### config.mk
export PLATFORM = sky130hd
export DESIGN_NAME = btn_ctrl
export DESIGN_NICKNAME = d
export VERILOG_FILES = /design/src/rtl/btn_ctrl_pkg.sv /design/src/rtl/btn_debounce.sv /design/src/rtl/btn_ctrl.sv
export SDC_FILE = /design/constraint.sdc
export NUM_CORES = 1
export LEC_CHECK = 0
export ABC_AREA = 1
export BUFFER_PORTS_ARGS = -buffer_cell sky130_fd_sc_hd__buf_2
export CORE_AREA = 2 2 87 89
export CTS_CLUSTER_SIZE = 14
export DETAILED_ROUTE_END_ITERATION = 7
export DIE_AREA = 0 0 89 91
export GPL_TIMING_DRIVEN = 0
export PLACE_DENSITY = 0.61
export SKIP_LAST_GASP = 1
export SLEW_MARGIN = 10
export SYNTH_ARGS = -nofsm -noshare
export SYNTH_HDL_FRONTEND = slang
export SYNTH_HIERARCHICAL = 1
export SYNTH_SLANG_ARGS = --single-unit
export TNS_END_PERCENT = 10
### constraint.sdc
create_clock -name clk48 -period 2.5 [get_ports clk48]
set_clock_uncertainty 0.2 [all_clocks]
set_input_delay 0.25 -clock clk48 [delete_from_list [all_inputs] [get_ports clk48]]
set_output_delay 0.25 -clock clk48 [all_outputs]
set_load 0.02 [all_outputs]
### src/rtl/btn_ctrl_pkg.sv
// Shared types and helpers for the push-button conditioner.
package btn_ctrl_pkg;

  typedef enum logic [1:0] {
    IDLE = 2'd0,
    HELD = 2'd1,
    LONG = 2'd2
  } cls_state_t;

  function automatic int unsigned max(input int unsigned a, input int unsigned b);
    return (a > b) ? a : b;
  endfunction

endpackage

### src/rtl/btn_debounce.sv
// One button channel: 2-flop synchroniser, polarity normalisation and
// stable-count debouncer producing a clean pressed level.
module btn_debounce #(
  parameter bit          ACTIVE_LOW   = 1'b1,
  parameter int unsigned DEBOUNCE_CYC = 480000
) (
  input  logic clk48,
  input  logic rst,
  input  logic pin,
  output logic level
);

  localparam int unsigned CW = $clog2(DEBOUNCE_CYC + 1);
  localparam logic [CW-1:0] CNT_LAST = CW'(DEBOUNCE_CYC - 1);

  logic          sync1;
  logic          sync2;
  logic          s;
  logic [CW-1:0] cnt;

  // Reset parks the synchroniser at the released pin level.
  always_ff @(posedge clk48) begin
    if (rst) begin
      sync1 <= ACTIVE_LOW;
      sync2 <= ACTIVE_LOW;
    end else begin
      sync1 <= pin;
      sync2 <= sync1;
    end
  end

  assign s = ACTIVE_LOW ? ~sync2 : sync2;

  // Level flips only after DEBOUNCE_CYC consecutive disagreeing samples.
  always_ff @(posedge clk48) begin
    if (rst) begin
      level <= 1'b0;
      cnt   <= '0;
    end else if (s == level) begin
      cnt <= '0;
    end else if (cnt == CNT_LAST) begin
      level <= ~level;
      cnt   <= '0;
    end else begin
      cnt <= cnt + CW'(1);
    end
  end

endmodule

### src/rtl/btn_ctrl.sv
// N-channel button conditioner: debounce, press/short/long classification
// and hold-to-reboot reset request on one selectable channel.
module btn_ctrl
  import btn_ctrl_pkg::*;
#(
  parameter int unsigned N_BTN        = 1,
  parameter bit          ACTIVE_LOW   = 1'b1,
  parameter int unsigned DEBOUNCE_CYC = 480000,
  parameter int unsigned LONG_CYC     = 24000000,
  parameter int unsigned RESET_CYC    = 33554432,
  parameter int unsigned RESET_CH     = 0,
  parameter bit          RESET_EN     = 1'b1
) (
  input  logic             clk48,
  input  logic             rst,
  input  logic [N_BTN-1:0] btn_in,
  output logic [N_BTN-1:0] btn_level,
  output logic [N_BTN-1:0] press_pulse,
  output logic [N_BTN-1:0] short_pulse,
  output logic [N_BTN-1:0] long_pulse,
  output logic             rst_n
);

  localparam int unsigned HOLD_MAX = max(LONG_CYC, RESET_CYC);
  localparam int unsigned HW       = $clog2(HOLD_MAX + 1);
  // The hold register counts cycles since the press cycle, i.e. the
  // inclusive press length minus one, so thresholds sit one below.
  localparam logic [HW-1:0] HOLD_SAT = HW'(HOLD_MAX - 1);
  localparam logic [HW-1:0] LONG_AT  = HW'(LONG_CYC - 1);
  localparam logic [HW-1:0] RST_AT   = HW'((RESET_CYC > 0) ? RESET_CYC - 1 : 0);

  logic [HW-1:0] rst_cnt;
  logic          rst_hit;
  logic          rst_hold;

  for (genvar ch = 0; ch < N_BTN; ch++) begin : g_ch
    cls_state_t    state;
    logic [HW-1:0] hold;
    logic [HW-1:0] hold_inc;
    logic          lvl;

    btn_debounce #(
      .ACTIVE_LOW  (ACTIVE_LOW),
      .DEBOUNCE_CYC(DEBOUNCE_CYC)
    ) u_deb (
      .clk48(clk48),
      .rst  (rst),
      .pin  (btn_in[ch]),
      .level(lvl)
    );

    assign hold_inc = (hold == HOLD_SAT) ? hold : hold + HW'(1);

    always_ff @(posedge clk48) begin
      if (rst) begin
        state <= IDLE;
        hold  <= '0;
      end else begin
        case (state)
          IDLE: begin
            if (lvl) begin
              state <= HELD;
              hold  <= HW'(1);
            end else begin
              hold <= '0;
            end
          end
          HELD: begin
            if (!lvl) begin
              state <= IDLE;
              hold  <= '0;
            end else begin
              if (hold == LONG_AT) state <= LONG;
              hold <= hold_inc;
            end
          end
          LONG: begin
            if (!lvl) begin
              state <= IDLE;
              hold  <= '0;
            end else begin
              hold <= hold_inc;
            end
          end
          default: begin
            state <= IDLE;
            hold  <= '0;
          end
        endcase
      end
    end

    // Pulses decode the registered level and state so each lands in the
    // first cycle of the new level; a release on the long threshold wins.
    assign btn_level[ch]   = lvl;
    assign press_pulse[ch] = lvl && (state == IDLE);
    assign short_pulse[ch] = !lvl && (state == HELD);
    assign long_pulse[ch]  = lvl && (state == HELD) && (hold == LONG_AT);

    if (ch == RESET_CH) begin : g_rst_src
      assign rst_cnt = hold;
    end
  end

  assign rst_hit = RESET_EN && btn_level[RESET_CH] && (rst_cnt >= RST_AT);

  // Keeps the request low through the first released cycle.
  always_ff @(posedge clk48) begin
    if (rst) rst_hold <= 1'b0;
    else     rst_hold <= rst_hit;
  end

  assign rst_n = ~(rst_hit | rst_hold);

endmodule

==> results.json, run 1 <==
{
  "vias": 2803,
  "reg2reg_setup_slack_ns": 0.29,
  "areaGrowthSynthToFinish_pct": 9.88,
  "setup_viol": 0,
  "ant_nets": 0,
  "worstHoldPathCells": 1,
  "drc": 0,
  "tns_ns": 0,
  "min_period_ns": 2.33,
  "status": "complete, no violations",
  "num_rows": 31,
  "viasPerCell": 4.72,
  "drtIter0Drc": 123,
  "crit_path_start_kind": "flop",
  "start_util": 0.417,
  "cts_buffer_depth": 2,
  "powerDensity_mw_per_mm2": 425,
  "drive_gt1_frac": 0.0768,
  "clock.fmax_mhz": 430,
  "arrival_ns": 1.88,
  "path_clk_slew_ns": 0.10,
  "hold_end": "g_ch[0].u_deb/sync2",
  "criticalPathCategory": "flop to primary output",
  "diodes": 0,
  "track_usage": 0.182,
  "die_h_um": 91,
  "p_leak_nw": 1.25,
  "grt_pass1_vias": 2677,
  "grt_pass1_wl_mm": 11.8,
  "maxSlewHeadroom": 0.638,
  "die-area_mm2": 0.00810,
  "fill_cells": 805,
  "regToRegStartpoint": "g_ch[0].state[0]",
  "htree_levels": 2,
  "crit_buf_inv": 2,
  "yosys.area.top_type_share": 0.343,
  "synthesis.instances": 477,
  "ys_seq_area_frac": 0.343,
  "clk_latency_ns": 0.31,
  "cap_violations": 0,
  "crit_path_top_delay_cell": "dfxtp_1",
  "hold_class": "flop to flop",
  "final_area_mm2": 0.00327,
  "synth_warnings": 6,
  "r2r_cells": 9,
  "worstMarginPinSlew_ns": 0.542,
  "cts_tree": "yes",
  "clock_sinks": 51,
  "die_w_um": 89,
  "fin_ws_ns": 0.174,
  "firstDrtPassIters": 4,
  "yosysTopAreaCell": "dfxtp_1",
  "fin_crit_sh": 0.930,
  "cts_buffers": 5,
  "crit_fanout": 5,
  "cp-end-kind": "primary output",
  "min_from": "g_ch[0].u_deb/sync1",
  "ios": 8,
  "dpl.hpwl_mm": 5.13,
  "slowest_delay_ns": 0.39,
  "postPlaceCellArea_mm2": 0.00313,
  "wire_per_inst_um": 11.1,
  "syn-num-nets": 486,
  "report.power.total_w": 0.00139,
  "r2r-end": "g_ch[0].hold[8]",
  "slew_viol_final": 0,
  "nNetsFinal": 503,
  "port_buffers": 7,
  "overflow": 0,
  "hold_violations": 0,
  "crit_family": "simple AND/OR/NAND/NOR gates",
  "worstPathCellList": "ha_1, nand2_1, nor2_4, nand2_2, inv_1, nand4_1, nor3_1, buf_2",
  "gp_congestion": 0.928,
  "ys_types": 34,
  "ys_ff_latch": 51,
  "ys_top_cells_by_area": "dfxtp_1, nand2_1, nor2_1, inv_1, nand3_1",
  "rsz0062_at_grt": "false",
  "core-area_mm2": 0.00714,
  "routed_wl_mm": 6.61,
  "netlist_area_mm2": 0.00298,
  "peakVddDrop_v": 0.000202,
  "dp_slack_ns": 0.326,
  "cts_root_buf": "clkbuf_8",
  "grt_max_degree": 16,
  "synth.avg_cell_area_um2": 6.24,
  "crit_required_ns": 2.05,
  "antenna_found_initial": 0
}
==> cells by family after synthesis <==
family          synth area share
compound gates            0.0568
xor+xnor                  0.0294
fa+ha+maj                 0.0252
buf+inv                   0.0959
flops                      0.343
mux                      0.00336
simple gates               0.446
==> sequential cells by signal, summed over array words and instances (netlist names) <==
signal,count
g_ch.hold,26
g_ch.state,2
g_ch.u_deb/cnt,19
g_ch.u_deb/level,1
g_ch.u_deb/sync1,1
g_ch.u_deb/sync2,1
rst_hold,1
==> routing by layer <==
metal / vias to the layer above / GRT usage / share of wire
met4: 0 / 0.0609 / 0.015
met2: 33 / 0.285 / 0.44
li1: 1505 / - / -
met5: - / 0 / 0
met1: 1257 / 0.251 / 0.52
met3: 8 / 0.0318 / 0.028
==> Yosys cell counts <==
cell	count
o211ai_1	1
ha_1	6
o31ai_1	1
nand3b_4	1
nor4_1	1
xnor2_1	3
a21oi_1	14
clkbuf_1	2
a211oi_1	1
o21bai_4	1
dfxtp_1	51
a22oi_1	1
buf_6	2
mux2i_1	1
nand3_2	1
nor3_1	9
nand3_1	38
xor2_1	7
nand2_2	3
inv_1	63
o21ai_0	4
nand4_1	7
nor2_4	4
nand2_1	137
buf_2	3
or2_0	1
o22ai_1	1
inv_2	1
and3_1	1
nor2_1	104
o21bai_1	1
or2_2	2
nor2_2	3
a21oi_4	1
==> metrics by stage <==
| step | hold WS [ns] | cells | utilization |
|---|---|---|---|
| finish | 0.230 | 594 | 0.458 |
| detailed placement | 0.204 | 583 | 0.439 |
| global placement | 0.193 | 583 | 0.439 |
| global route | 0.235 | 594 | 0.458 |
| CTS | 0.229 | 594 | 0.458 |
| floorplan | 0.154 | 477 | - |
==> layout by cell type, fill, tap and decap left out, types with 2 or more instances in the layout <==
| cell | instances |
|---|---|
| ha_1 | 6 |
| dfxtp_1 | 50 |
| o21ai_0 | 4 |
| nor2_1 | 104 |
| clkbuf_8 | 7 |
| nor2_2 | 3 |
| buf_6 | 2 |
| nor3_1 | 9 |
| xnor2_1 | 3 |
| buf_2 | 10 |
| nand3_1 | 38 |
| clkbuf_1 | 2 |
| nand2_1 | 137 |
| dlygate4sd3_1 | 3 |
| or2_2 | 2 |
| xor2_1 | 7 |
| nand4_1 | 7 |
| a21oi_1 | 14 |
| inv_1 | 63 |
| nor2_4 | 4 |
| nand2_2 | 3 |
==> timing repair <==
item / in CTS / in global routing
hold endpoints to repair: 2 / 0
setup endpoints to repair: 0 / 2
buffers inserted: 0 / 0
gates resized for setup: 0 / 1
hold buffers: 3 / 0
==> power breakdown <==
part / total [W] / internal, W / switching (W)
clock network: 0.000539 / 0.000253 / 0.000286
logic: 0.0000326 / 0.0000140 / 0.0000187
registers: 0.000818 / 0.000815 / 0.00000302
==> worst max path at each step <==
stage / startpoint / to / slack, ns / cells after the start
final: g_ch[0].hold[1] / long_pulse / 0.17 / 8
after global routing: g_ch[0].hold[1] / rst_n / 0.002 / 9
after CTS: g_ch[0].hold[0] / long_pulse / 0.11 / 8
after detailed placement: g_ch[0].hold[0] / g_ch[0].hold[9] / 0.33 / 10
after global placement: g_ch[0].hold[0] / g_ch[0].hold[17] / 0.34 / 10
after floorplan: g_ch[0].hold[0] / long_pulse / 0.50 / 7
==> layout make-up <==
type,count,area [um2],area share
sequential,51,1020,0.313
multi-input combinational,355,1670,0.511
clock inverter,1,7.51,0.00230
buffer,7,45.0,0.0138
clock buffer,7,96.3,0.0295
tap,99,124,0.0379
inverter,64,240,0.0735
timing repair buffer,10,65.1,0.0199
(Power assumes the default switching activity.)
==> run 2, diff against run 1 <==
--- a/config.mk
+++ b/config.mk
@@ -7,12 +7,12 @@
 export LEC_CHECK = 0
 export ABC_AREA = 1
 export BUFFER_PORTS_ARGS = -buffer_cell sky130_fd_sc_hd__buf_2
-export CORE_AREA = 2 2 87 89
+export CORE_AREA = 2 2 81 83
 export CTS_CLUSTER_SIZE = 14
 export DETAILED_ROUTE_END_ITERATION = 7
-export DIE_AREA = 0 0 89 91
+export DIE_AREA = 0 0 83 85
 export GPL_TIMING_DRIVEN = 0
-export PLACE_DENSITY = 0.61
+export PLACE_DENSITY = 0.68
 export SKIP_LAST_GASP = 1
 export SLEW_MARGIN = 10
 export SYNTH_ARGS = -nofsm -noshare
==> results.json, run 2 (synthesis gave the netlist of run 1 again) <==
{
  "mostFrequentLayoutCells": "nand2_1, nor2_1, inv_1",
  "cp-end-kind": "primary output",
  "die-area_mm2": 0.00706,
  "drtIter0Drc": 151,
  "top_layer_used": "met4",
  "r2r_cells": 10,
  "crit_path_start_kind": "flop",
  "drt-met1-wl_mm": 3.27,
  "top_register": "g_ch.hold",
  "dr_wl_met2_mm": 2.89,
  "final_common_cell": "nand2_1",
  "gp_congestion": 0.918,
  "cts_tree": "yes",
  "die_h_um": 85,
  "viasPerCell": 4.97,
  "largest_reg_flops": 26,
  "hold_violations": 0,
  "areaGrowthSynthToFinish_pct": 8.33,
  "maxSlewHeadroom": 0.646,
  "ios": 8,
  "cts_root_buf": "clkbuf_8",
  "grt_pass1_vias": 2684,
  "firstDrtPassIters": 4,
  "grt_max_degree": 16,
  "routed_wl_mm": 6.48,
  "reg2reg_setup_slack_ns": 0.32,
  "nNetsFinal": 503,
  "rsz0062_at_grt": "false",
  "peakVddDrop_v": 0.000226,
  "num_rows": 29,
  "die_w_um": 83,
  "grt_pass1_wl_mm": 11.6,
  "clk_latency_ns": 0.30,
  "slew_viol_final": 0,
  "track_usage": 0.198,
  "path_clk_slew_ns": 0.09,
  "fin_ws_ns": 0.165,
  "cts_buffer_depth": 2,
  "drc": 0,
  "holdWs_ns": 0.235,
  "worstMarginPinSlew_ns": 0.530,
  "cap_violations": 0,
  "placed_cells": 561,
  "final_cells": 572,
  "vias": 2844,
  "fin_crit_sh": 0.934,
  "ant_nets": 0,
  "dp_slack_ns": 0.303,
  "wire_per_inst_um": 11.3,
  "postCtsSetupRepairBufs": 0,
  "min_period_ns": 2.33,
  "crit_required_ns": 2.05,
  "criticalPathCategory": "flop to primary output",
  "port_buffers": 7,
  "clock.fmax_mhz": 428,
  "dpl.hpwl_mm": 5.02,
  "diodes": 0,
  "largest_registers": "g_ch.hold (26), g_ch.u_deb/cnt (19), g_ch.state (2)",
  "wl_met3_um": 219,
  "clock_sinks": 51,
  "setup_viol": 0,
  "powerDensity_mw_per_mm2": 409,
  "overflow": 0,
  "tns_ns": 0,
  "arrival_ns": 1.88,
  "htree_levels": 2,
  "start_util": 0.480,
  "p_leak_nw": 1.23,
  "drive_gt1_frac": 0.0768,
  "worstHoldPathCells": 1,
  "hold_class": "flop to flop",
  "cts_buffers": 5,
  "antenna_found_initial": 0,
  "crit_fanout": 5,
  "core-area_mm2": 0.00620,
  "status": "complete, no violations"
}
## run 2: cell count changes in the layout (fill, tap and decap cells not counted)
| cell | change |
|---|---|
| clkbuf_8 | -2 |
| inv_2 | +1 |
| inv_1 | -1 |
| clkinv_2 | +1 |
| clkbuf_1 | +1 |
## run 2: per-layer routing
| layer | track usage | vias to the layer above |
|---|---|---|
| met1 | 0.265 | 1283 |
| met3 | 0.0360 | 11 |
| met2 | 0.325 | 47 |
| li1 | - | 1503 |
| met5 | 0 | - |
| met4 | 0.0641 | 0 |
## run 2: timing repair
action,CTS,global route
hold buffers,3,0
hold endpoints to repair,2,0
gates resized for setup,0,2
endpoints found under the setup margin,0,1
## run 2: where the power goes
group | switching [W] | internal, W
Sequential | 0.00000295 | 0.000815
Combinational | 0.0000191 | 0.0000141
Clock | 0.000272 | 0.000196
## run 2: stage by stage
stage               area, um2  utilization  power (W)
floorplan                2980            -   0.000858
global placement         3110        0.501   0.000865
detailed placement       3110        0.501   0.000866
CTS                      3220        0.519    0.00134
global route             3220        0.519    0.00138
finish                   3220        0.519    0.00132
## run 2: path summary, 6_finish.rpt
path | from | to
max | g_ch[0].hold[1] | rst_n
min | g_ch[0].u_deb/sync1 | g_ch[0].u_deb/sync2
max reg2reg | g_ch[0].hold[1] | g_ch[0].hold[4]
min reg2reg | g_ch[0].u_deb/sync1 | g_ch[0].u_deb/sync2
## run 2: layout make-up
type / instances / area (um2)
Multi-Input combinational cell: 355 / 1670
Clock buffer: 6 / 72.6
Inverter: 64 / 240
Buffer: 7 / 45.0
Sequential cell: 51 / 1020
Clock inverter: 2 / 12.5
Tap cell: 77 / 96.3
Timing Repair Buffer: 10 / 65.1
Fill cell: 633 / 2980
## run 2: worst max-delay path, cell delays in order (launching register included)
cell	delay (ns)
dfxtp_1	0.38
ha_1	0.21
nand2_1	0.09
nor2_4	0.18
nand2_2	0.12
nor2_4	0.16
nand3_1	0.12
nand2_1	0.10
a21oi_1	0.07
buf_2	0.16
==> run 3, diff against run 2 <==
--- a/config.mk
+++ b/config.mk
@@ -7,12 +7,12 @@
 export LEC_CHECK = 0
 export ABC_AREA = 1
 export BUFFER_PORTS_ARGS = -buffer_cell sky130_fd_sc_hd__buf_2
-export CORE_AREA = 2 2 81 83
+export CORE_AREA = 2 2 85 87
 export CTS_CLUSTER_SIZE = 14
 export DETAILED_ROUTE_END_ITERATION = 7
-export DIE_AREA = 0 0 83 85
+export DIE_AREA = 0 0 87 89
 export GPL_TIMING_DRIVEN = 0
-export PLACE_DENSITY = 0.68
+export PLACE_DENSITY = 0.63
 export SKIP_LAST_GASP = 1
 export SLEW_MARGIN = 10
 export SYNTH_ARGS = -nofsm -noshare
==> results.json, run 3 (synthesis gave the netlist of run 1 again) <==
{
  "postPlaceCellArea_mm2": 0.00311,
  "cp-end-kind": "primary output",
  "num_rows": 30,
  "worstHoldPathCells": 1,
  "rsz0062_at_grt": "false",
  "cts_buffer_depth": 2,
  "mostFrequentLayoutCells": "nand2_1, nor2_1, inv_1",
  "htree_levels": 2,
  "cts_buffers": 5,
  "cap_violations": 0,
  "areaGrowthSynthToFinish_pct": 8.54,
  "drt-met1-wl_mm": 3.41,
  "grt_pass1_wl_mm": 11.7,
  "die_w_um": 87,
  "fill_cells": 721,
  "worstMarginPinSlew_ns": 0.553,
  "clk_latency_ns": 0.31,
  "hold_class": "flop to flop",
  "final_core_util": 0.481,
  "drc": 0,
  "min_period_ns": 2.31,
  "gp_congestion": 0.915,
  "worst-path-stages": 9,
  "hold_violations": 0,
  "p_leak_nw": 1.23,
  "cts_tree": "yes",
  "track_usage": 0.191,
  "wire_per_inst_um": 11.5,
  "final_area_mm2": 0.00323,
  "dpl.hpwl_mm": 5.12,
  "largest_reg_flops": 26,
  "clock.fmax_mhz": 434,
  "maxSlewHeadroom": 0.631,
  "antenna_found_initial": 0,
  "fin_crit_sh": 0.922,
  "holdWs_ns": 0.226,
  "nNetsFinal": 503,
  "wl_met3_um": 177,
  "arrival_ns": 1.86,
  "clock_sinks": 51,
  "ios": 8,
  "overflow": 0,
  "firstDrtPassIters": 4,
  "cts_root_buf": "clkbuf_8",
  "die-area_mm2": 0.00774,
  "die_h_um": 89,
  "vias": 2789,
  "worstPathCellList": "ha_2, nand2_1, nor2_4, nand2_2, nor2_4, nand3_1, nand2_1, a21oi_1, buf_2",
  "peakVddDrop_v": 0.000201,
  "postCtsSetupRepairBufs": 0,
  "path_clk_slew_ns": 0.09,
  "status": "complete, no violations",
  "top_register": "g_ch.hold",
  "start_util": 0.443,
  "drtIter0Drc": 178,
  "core-area_mm2": 0.00672,
  "crit_path_top_delay_cell": "dfxtp_1",
  "grt_max_degree": 16,
  "powerDensity_mw_per_mm2": 409,
  "slowest_delay_ns": 0.39,
  "top_layer_used": "met4",
  "ant_nets": 0,
  "crit_path_start_kind": "flop",
  "seqCellArea_mm2": 0.00102,
  "crit_buf_inv": 1,
  "grt_pass1_vias": 2607,
  "largest_registers": "g_ch.hold (26), g_ch.u_deb/cnt (19), g_ch.state (2)",
  "port_buffers": 7,
  "dr_wl_met2_mm": 2.92,
  "viasPerCell": 4.85,
  "r2r_cells": 10,
  "routed_wl_mm": 6.60,
  "drive_gt1_frac": 0.0788,
  "final_common_cell": "nand2_1",
  "diodes": 0,
  "crit_family": "simple AND/OR/NAND/NOR gates",
  "crit_fanout": 5,
  "multi_input_area_mm2": 0.00167,
  "criticalPathCategory": "flop to primary output",
  "slew_viol_final": 0,
  "setup_viol": 0,
  "crit_required_ns": 2.05,
  "tns_ns": 0
}
==> run 3: power by group <==
part | leakage, nW | internal, W | switching [W] | total (W)
Sequential | 0.412 | 0.000815 | 0.00000280 | 0.000818
Combinational | 0.778 | 0.0000140 | 0.0000186 | 0.0000326
Clock | 0.0412 | 0.000196 | 0.000273 | 0.000470
==> run 3: worst reg2reg max path, delay by kind of cell (launching register included) <==
kind | cells | cell delay [ns]
AND/OR/NAND/NOR | 7 | 0.78
adder cells (fa/ha/maj) | 1 | 0.21
buffers and inverters | 1 | 0.20
flip-flops | 1 | 0.39
AO/OA/AOI/OAI | 1 | 0.33
==> run 3: final timing paths <==
| path | endpoint | from | slack, ns |
|---|---|---|---|
| setup reg to reg | g_ch[0].hold[12] | g_ch[0].hold[1] | 0.33 |
| hold / removal | g_ch[0].u_deb/sync2 | g_ch[0].u_deb/sync1 | 0.23 |
| hold reg to reg | g_ch[0].u_deb/sync2 | g_ch[0].u_deb/sync1 | 0.23 |
| setup / recovery | rst_n | g_ch[0].hold[1] | 0.19 |
==> run 3: cell type report <==
type,instances,share of cell area
multi-input cells,355,0.518
inverters,64,0.0744
clock buffers,6,0.0225
plain buffers,7,0.0139
clock inverters,2,0.00387
well taps,80,0.0310
repair buffers,10,0.0201
flip-flops and latches,51,0.317
==> run 3: timing repair <==
item,in CTS,in global routing
gates resized for setup,0,3
endpoints found under the setup margin,0,2
hold endpoints to repair,2,0
hold buffers,3,0
==> run 3: through the flow <==
stage               total power, W  setup slack, ns  instances
global route               0.00139          0.00781        575
floorplan                 0.000858            0.501        477
detailed placement        0.000866            0.326        564
finish                     0.00132            0.194        575
CTS                        0.00135            0.107        575
global placement          0.000866            0.357        564
==> run 3: routing by layer <==
metal  vias up  global-route usage
met5         -                   0
met4         0              0.0611
met3         8              0.0323
met2        38               0.305
met1      1234               0.262
li1       1509                   -
